`src/rtl/config_stream_loader.sv`:
```
// config_stream_loader: frames a header/count/record/checksum byte stream into 32-bit config writes
module config_stream_loader #(
  parameter logic [7:0] HEADER = 8'hA5
) (
  input  logic        clk,
  input  logic        reset,
  input  logic [7:0]  in_data,
  input  logic        in_valid,
  output logic        in_ready,
  output logic [31:0] config_addr,
  output logic [31:0] config_data,
  output logic        config_write,
  output logic [15:0] records_written,
  output logic        done,
  output logic        error
);
  typedef enum logic [2:0] {IDLE, CNT_HI, CNT_LO, REC, WRITE, CHK, DONE, ERROR} state_t;
  state_t      state;
  logic [15:0] count;
  logic [63:0] rec;
  logic [2:0]  idx;
  logic [7:0]  csum;
  logic        take;
  logic [63:0] rec_next;
  assign take = in_valid && in_ready;
  assign rec_next = {rec[55:0], in_data};
  // The strobe, bus and write count are registered on the edge that takes byte 7,
  // so they are all valid together during the single WRITE cycle.
  always_ff @(posedge clk or negedge reset) begin
    if (!reset) begin
      state <= IDLE;
      count <= '0;
      rec <= '0;
      idx <= '0;
      csum <= '0;
      in_ready <= 1'b0;
      config_addr <= '0;
      config_data <= '0;
      config_write <= 1'b0;
      records_written <= '0;
      done <= 1'b0;
      error <= 1'b0;
    end else begin
      config_write <= 1'b0;
      in_ready <= 1'b1;
      case (state)
        IDLE, DONE, ERROR:
          if (take && in_data == HEADER) begin
            state <= CNT_HI;
            csum <= '0;
            records_written <= '0;
            done <= 1'b0;
            error <= 1'b0;
          end
        CNT_HI:
          if (take) begin
            count[15:8] <= in_data;
            state <= CNT_LO;
          end
        CNT_LO:
          if (take) begin
            count[7:0] <= in_data;
            idx <= '0;
            state <= ({count[15:8], in_data} != 16'd0) ? REC : CHK;
          end
        REC:
          if (take) begin
            rec <= rec_next;
            csum <= csum ^ in_data;
            idx <= idx + 3'd1;
            if (idx == 3'd7) begin
              state <= WRITE;
              in_ready <= 1'b0;
              config_addr <= rec_next[63:32];
              config_data <= rec_next[31:0];
              config_write <= 1'b1;
              records_written <= records_written + 16'd1;
            end
          end
        WRITE: begin
          idx <= '0;
          state <= (records_written == count) ? CHK : REC;
        end
        CHK:
          if (take) begin
            state <= (in_data == csum) ? DONE : ERROR;
            done <= in_data == csum;
            error <= in_data != csum;
          end
      endcase
    end
  end
endmodule

```
`config.mk`:
```
export PLATFORM = sky130hd
export DESIGN_NAME = config_stream_loader
export DESIGN_NICKNAME = d
export VERILOG_FILES = /design/src/rtl/config_stream_loader.sv
export SDC_FILE = /design/constraint.sdc
export NUM_CORES = 1
export LEC_CHECK = 0
export ABC_AREA = 1
export CAP_MARGIN = 20
export CORE_MARGIN = 4
export CORE_UTILIZATION = 55
export DETAILED_ROUTE_END_ITERATION = 10
export PLACE_DENSITY = 0.91
export REMOVE_ABC_BUFFERS = 1
export SLEW_MARGIN = 20
export SYNTH_ARGS = -nofsm -noshare
export SYNTH_HDL_FRONTEND = slang
export SYNTH_SLANG_ARGS = --single-unit
```
`constraint.sdc`:
```
create_clock -name clk -period 3.1 [get_ports clk]
set_clock_uncertainty 0.1 [all_clocks]
set_input_delay 0.62 -clock clk [delete_from_list [all_inputs] [get_ports clk]]
set_output_delay 0.62 -clock clk [all_outputs]
set_load 0.005 [all_outputs]
```
== Word level (Yosys, flattened, before mapping) ==
Index checks and enable logic that the tools add are counted.

* Output and inout bits: 84
* Bits in writable memories: 0
* Word-level logic and storage cells: 82
* Latch bits: 0
* Register bits after elaboration: 170
* ROM bits: 0
* Memories kept: 0
* Bits of input ports: 11

* Add/sub/neg operators: 2
* Equality and inequality tests: 18
* Reductions and logical operators: 17
* Mux-type cells: 31
* Magnitude comparators: 0
* Shift-type cells: 0
* $mul: 0
* Bitwise gates (word level): 1
* Divide/modulo/power cells: 0

{| class="wikitable"
|+ Operators by type and width
! cell !! count
|-
| $mux W16 || 3
|-
| $pmux W16 S2 || 1
|-
| $mux W3 || 10
|-
| $pmux W3 S6 || 1
|-
| $add A16 B1 Y16 const B || 1
|-
| $eq A16 B16 Y1 || 1
|-
| $mux W8 || 2
|-
| $pmux W8 S2 || 1
|-
| $reduce_bool A16 Y1 || 1
|-
| $eq A3 B3 Y1 const B || 5
|-
| $ne A2 B2 Y1 const B || 6
|-
| $reduce_and A3 Y1 || 4
|-
| $mux W1 || 10
|-
| $pmux W3 S3 || 1
|-
| $eq A8 B8 Y1 || 1
|-
| $eq A8 B8 Y1 const B || 1
|-
| $ne A8 B8 Y1 || 1
|-
| $xor A8 B8 Y8 || 1
|-
| $eq A3 B2 Y1 const B || 2
|-
| $reduce_and A2 Y1 || 3
|-
| $reduce_and A6 Y1 || 1
|-
| $pmux W1 S2 || 2
|-
| $reduce_and A4 Y1 || 1
|-
| $reduce_bool A2 Y1 || 2
|-
| other kinds (6) || 7
|}

== Depth between registers and ports, before layout ==
* Word-level depth: 4
* Depth in mapped cells: 11

== Worst setup path after synthesis ==
No wires, ideal clock.

* Path type: input port to flip-flop
* From: in in_valid
* To: reg records_written[0]
* Path buffers: 1
* Library setup time: 129 ps
* Stages on the path: 8
* Data arrival time: 1569 ps
* Slack: 1302 ps
* Cells stage by stage: nand2_1 > inv_1 > nand2_1 > o21ai_4 > nand2_4 > nor2_8 > buf_6 > a21oi_1

* Cells in the longest elaborated chain, start to end: 4
* Elaborated cells on any way between the ends: 5

{| class="wikitable"
|+ RTL lines
! item !! line !! text
|-
| from (decl) || 8 || <nowiki>input logic in_valid,</nowiki>
|-
| $logic_and A1 B1 Y1 * || 25 || <nowiki>assign take = in_valid && in_ready;</nowiki>
|-
| $logic_and A1 B1 Y1 || 48 || <nowiki>if (take && in_data == HEADER) begin</nowiki>
|-
| $ne A2 B2 Y1 (no source line) || n/a ||
|-
| $reduce_and A4 Y1 (no source line) * || n/a ||
|-
| to (signal assigned) || 77 || <nowiki>records_written <= records_written + 16'd1;</nowiki>
|-
| to (decl) || 13 || <nowiki>output logic [15:0] records_written,</nowiki>
|}

Mark *: on every way between the ends. The rest lies on a longest branch, timed or not.
A chain may end at the register's enable or synchronous reset.

== Worst setup path in the final report ==
* From: reg records_written[0]
* To: out records_written[0]

No word-level cell between the ends.

==> qor.txt <==
run status = complete, no violations
initial antenna violation count = 0
fraction of registers with async set/reset = 100%
Yosys warnings = 0
Worst-Margin Slew = 0.748 ns
final WL = 16.6 mm
commonest non-fill, non-tap cells in the layout = nand2_1, dfrtp_1, inv_1, clkdlybuf4s50_1, o21ai_0
Core ar. = 13,200 um2
post-synthesis sequential area ratio = 57.3%
pre-CTS setup slack = 0.571 ns
CP delay by family, top = buffers and inverters
Final HPWL DP = 10.8 mm
vias in the first global route = 5,757
First DRT Iteration DRCs = 764
number of CTS-inserted buffers = 17
Slew HR = 50.1%
Ports = 95
Final period util = 74.7%
P_leak = 4.23 nW
cell area after synthesis = 7420 um2
Antenna Cells = 0
H-tree levels = 4
maxcap violations = 0
R2R Path Start = records_written[0]$_DFFE_PN0P_
CP Data Required Time = 2.38 ns
EDFF count, synth = 0
Overflow after GRT = 0
final setup fails = 0
Final GP Congestion = 0.966
Hold Slack = 0.138 ns
layout cells sized above 1 = 6.85%
clk root buf = clkbuf_16
CTS clk-pin slew, worst paths = 0.06 ns
first-pass iteration count of the detailed router = 5
DR vias/cell = 5.26
Final #Nets = 964
first-pass GRT wire length = 27.3 mm
CTS tree = yes
Post-CTS Setup Bufs = 0
CP peak stage delay = 0.59 ns
residual DRC count = 0
Min-Delay Path Class = input port to async pin
Initial Util = 56.0%
R2R cell count = 8
Synth cell types = 31
Period minus WS final = 2.32 ns
row count = 42
CTS resizes = 0
commonest non-fill, non-tap cell in the layout = nand2_1
Final Worst Setup Slack = 0.784 ns
cts hold-fix bufs = 0
Skew-Pair Late Insertion Delay = 0.43 ns
crit path max fanout = 9
pwr dens = 740 nW/um2
ys flop type = dfrtp_1
Setup crit start kind = register
kind of critical path = register to output port
Mapped Cells = 863
# clock sinks = 170
height of the die = 124 um
end of the worst register-to-register path = records_written[10]$_DFFE_PN0P_
port buffer count = 94
Synth Area per Inst = 8.60 um2
Peak VDD IR = 0.417 mV
CTS Buffer Depth = 2
Overall Global Routing Usage = 22.8%
CP bufs+invs = 1
FMAX = 432 MHz
Worst path slowest cell = clkdlybuf4s50_1
crit end category = output port
largest net degree at the start of global routing = 83
final total power = 6.73 mW
wire length per cell = 14.6 um
CP Data Arrival Time = 1.60 ns
area delta synth->final = 22.6%
Worst R2R Setup Slack = 0.97 ns
Final Hold Viols = 0
Routed Antenna Nets = 0
DIE AREA = 15,400 um2
RSZ-0062 raised after global routing = no
Slew Viols, Final = 0
routed vias = 5,995
Die X = 124 um
crit-path cells = clkdlybuf4s50_1
synthesized flop and latch total = 170
==> state kept, by name (all words and copies together), names as in the netlist <==
register	count
csum	8
error	1
config_data	32
in_ready	1
rec	56
config_write	1
done	1
config_addr	32
idx	3
state	3
count	16
records_written	16
==> synthesized netlist by cell type (10+ instances only) <==
| cell type | instances | area (um2) |
|---|---|---|
| buf_2 | 20 | 100 |
| nand2_1 | 270 | 1010 |
| inv_2 | 10 | 37.5 |
| nor3_1 | 11 | 55.1 |
| nor2_1 | 34 | 128 |
| inv_1 | 102 | 383 |
| xor2_1 | 11 | 96.3 |
| clkbuf_1 | 10 | 37.5 |
| nand4_1 | 11 | 68.8 |
| o21ai_0 | 82 | 410 |
| nand3_1 | 30 | 150 |
| dfrtp_1 | 170 | 4250 |
| o21ai_1 | 67 | 335 |
==> power breakdown <==
| part | switching (mW) | internal (mW) |
|---|---|---|
| combinational | 1.06 | 0.516 |
| clock | 0.923 | 1.17 |
| sequential | 0.325 | 2.74 |
| total | 2.31 | 4.43 |
==> how the worst max path moves through the flow <==
stage	startpoint	end	slack [ns]	depth (start not counted)
2_1_floorplan	in_valid	config_addr[28]$_DFFE_PN0P_	-0.78	4
5_1_grt	records_written[0]$_DFFE_PN0P_	records_written[0]	0.74	1
4_1_cts	records_written[0]$_DFFE_PN0P_	records_written[0]	0.77	1
3_3_place_gp	in_valid	rec[7]$_DFFE_PN0P_	0.63	6
3_5_place_dp	in_valid	csum[7]$_DFFE_PN0P_	0.57	8
6_report	records_written[0]$_DFFE_PN0P_	records_written[0]	0.78	1
==> cell type report <==
class / count / area, um2
repair buffers: 100 / 1020
clock inverters: 13 / 130
inverters: 112 / 420
multi-input cells: 549 / 2590
flip-flops and latches: 170 / 4250
well taps: 176 / 220
clock buffers: 19 / 453
fillers: 1001 / 4150
==> stage by stage <==
stage | TNS (ns) | utilization [%] | cells | area, um2
4_1_cts | 0 | 68.7 | 1139 | 9090
6_report | 0 | 68.7 | 1139 | 9090
5_1_grt | 0 | 68.7 | 1139 | 9090
3_3_place_gp | 0 | 64.2 | 1107 | 8510
2_1_floorplan | -49.18 | - | 831 | 7260
3_5_place_dp | 0 | 64.2 | 1107 | 8510
==> cells by family (layout without fill, tap and decap cells) <==
group / count (synthesis) / in the layout / share of synthesized area (%)
fa+ha+maj: 3 / 3 / 0.506
xor+xnor: 15 / 15 / 1.77
compound gates: 160 / 160 / 11.4
simple gates: 370 / 370 / 21.0
buf+inv: 144 / 244 / 7.83
flops: 170 / 170 / 57.3
mux: 1 / 1 / 0.135
==> routing by layer <==
metal / wire length, um / track usage (%) / share of wire, %
met1: 7060 / 29.8 / 43
met2: 8110 / 36.8 / 49
met3: 988 / 5.18 / 6.0
met4: 435 / 9.92 / 2.6
met5: 0 / 0 / 0
No activity file was read; power rests on OpenSTA's default activity.
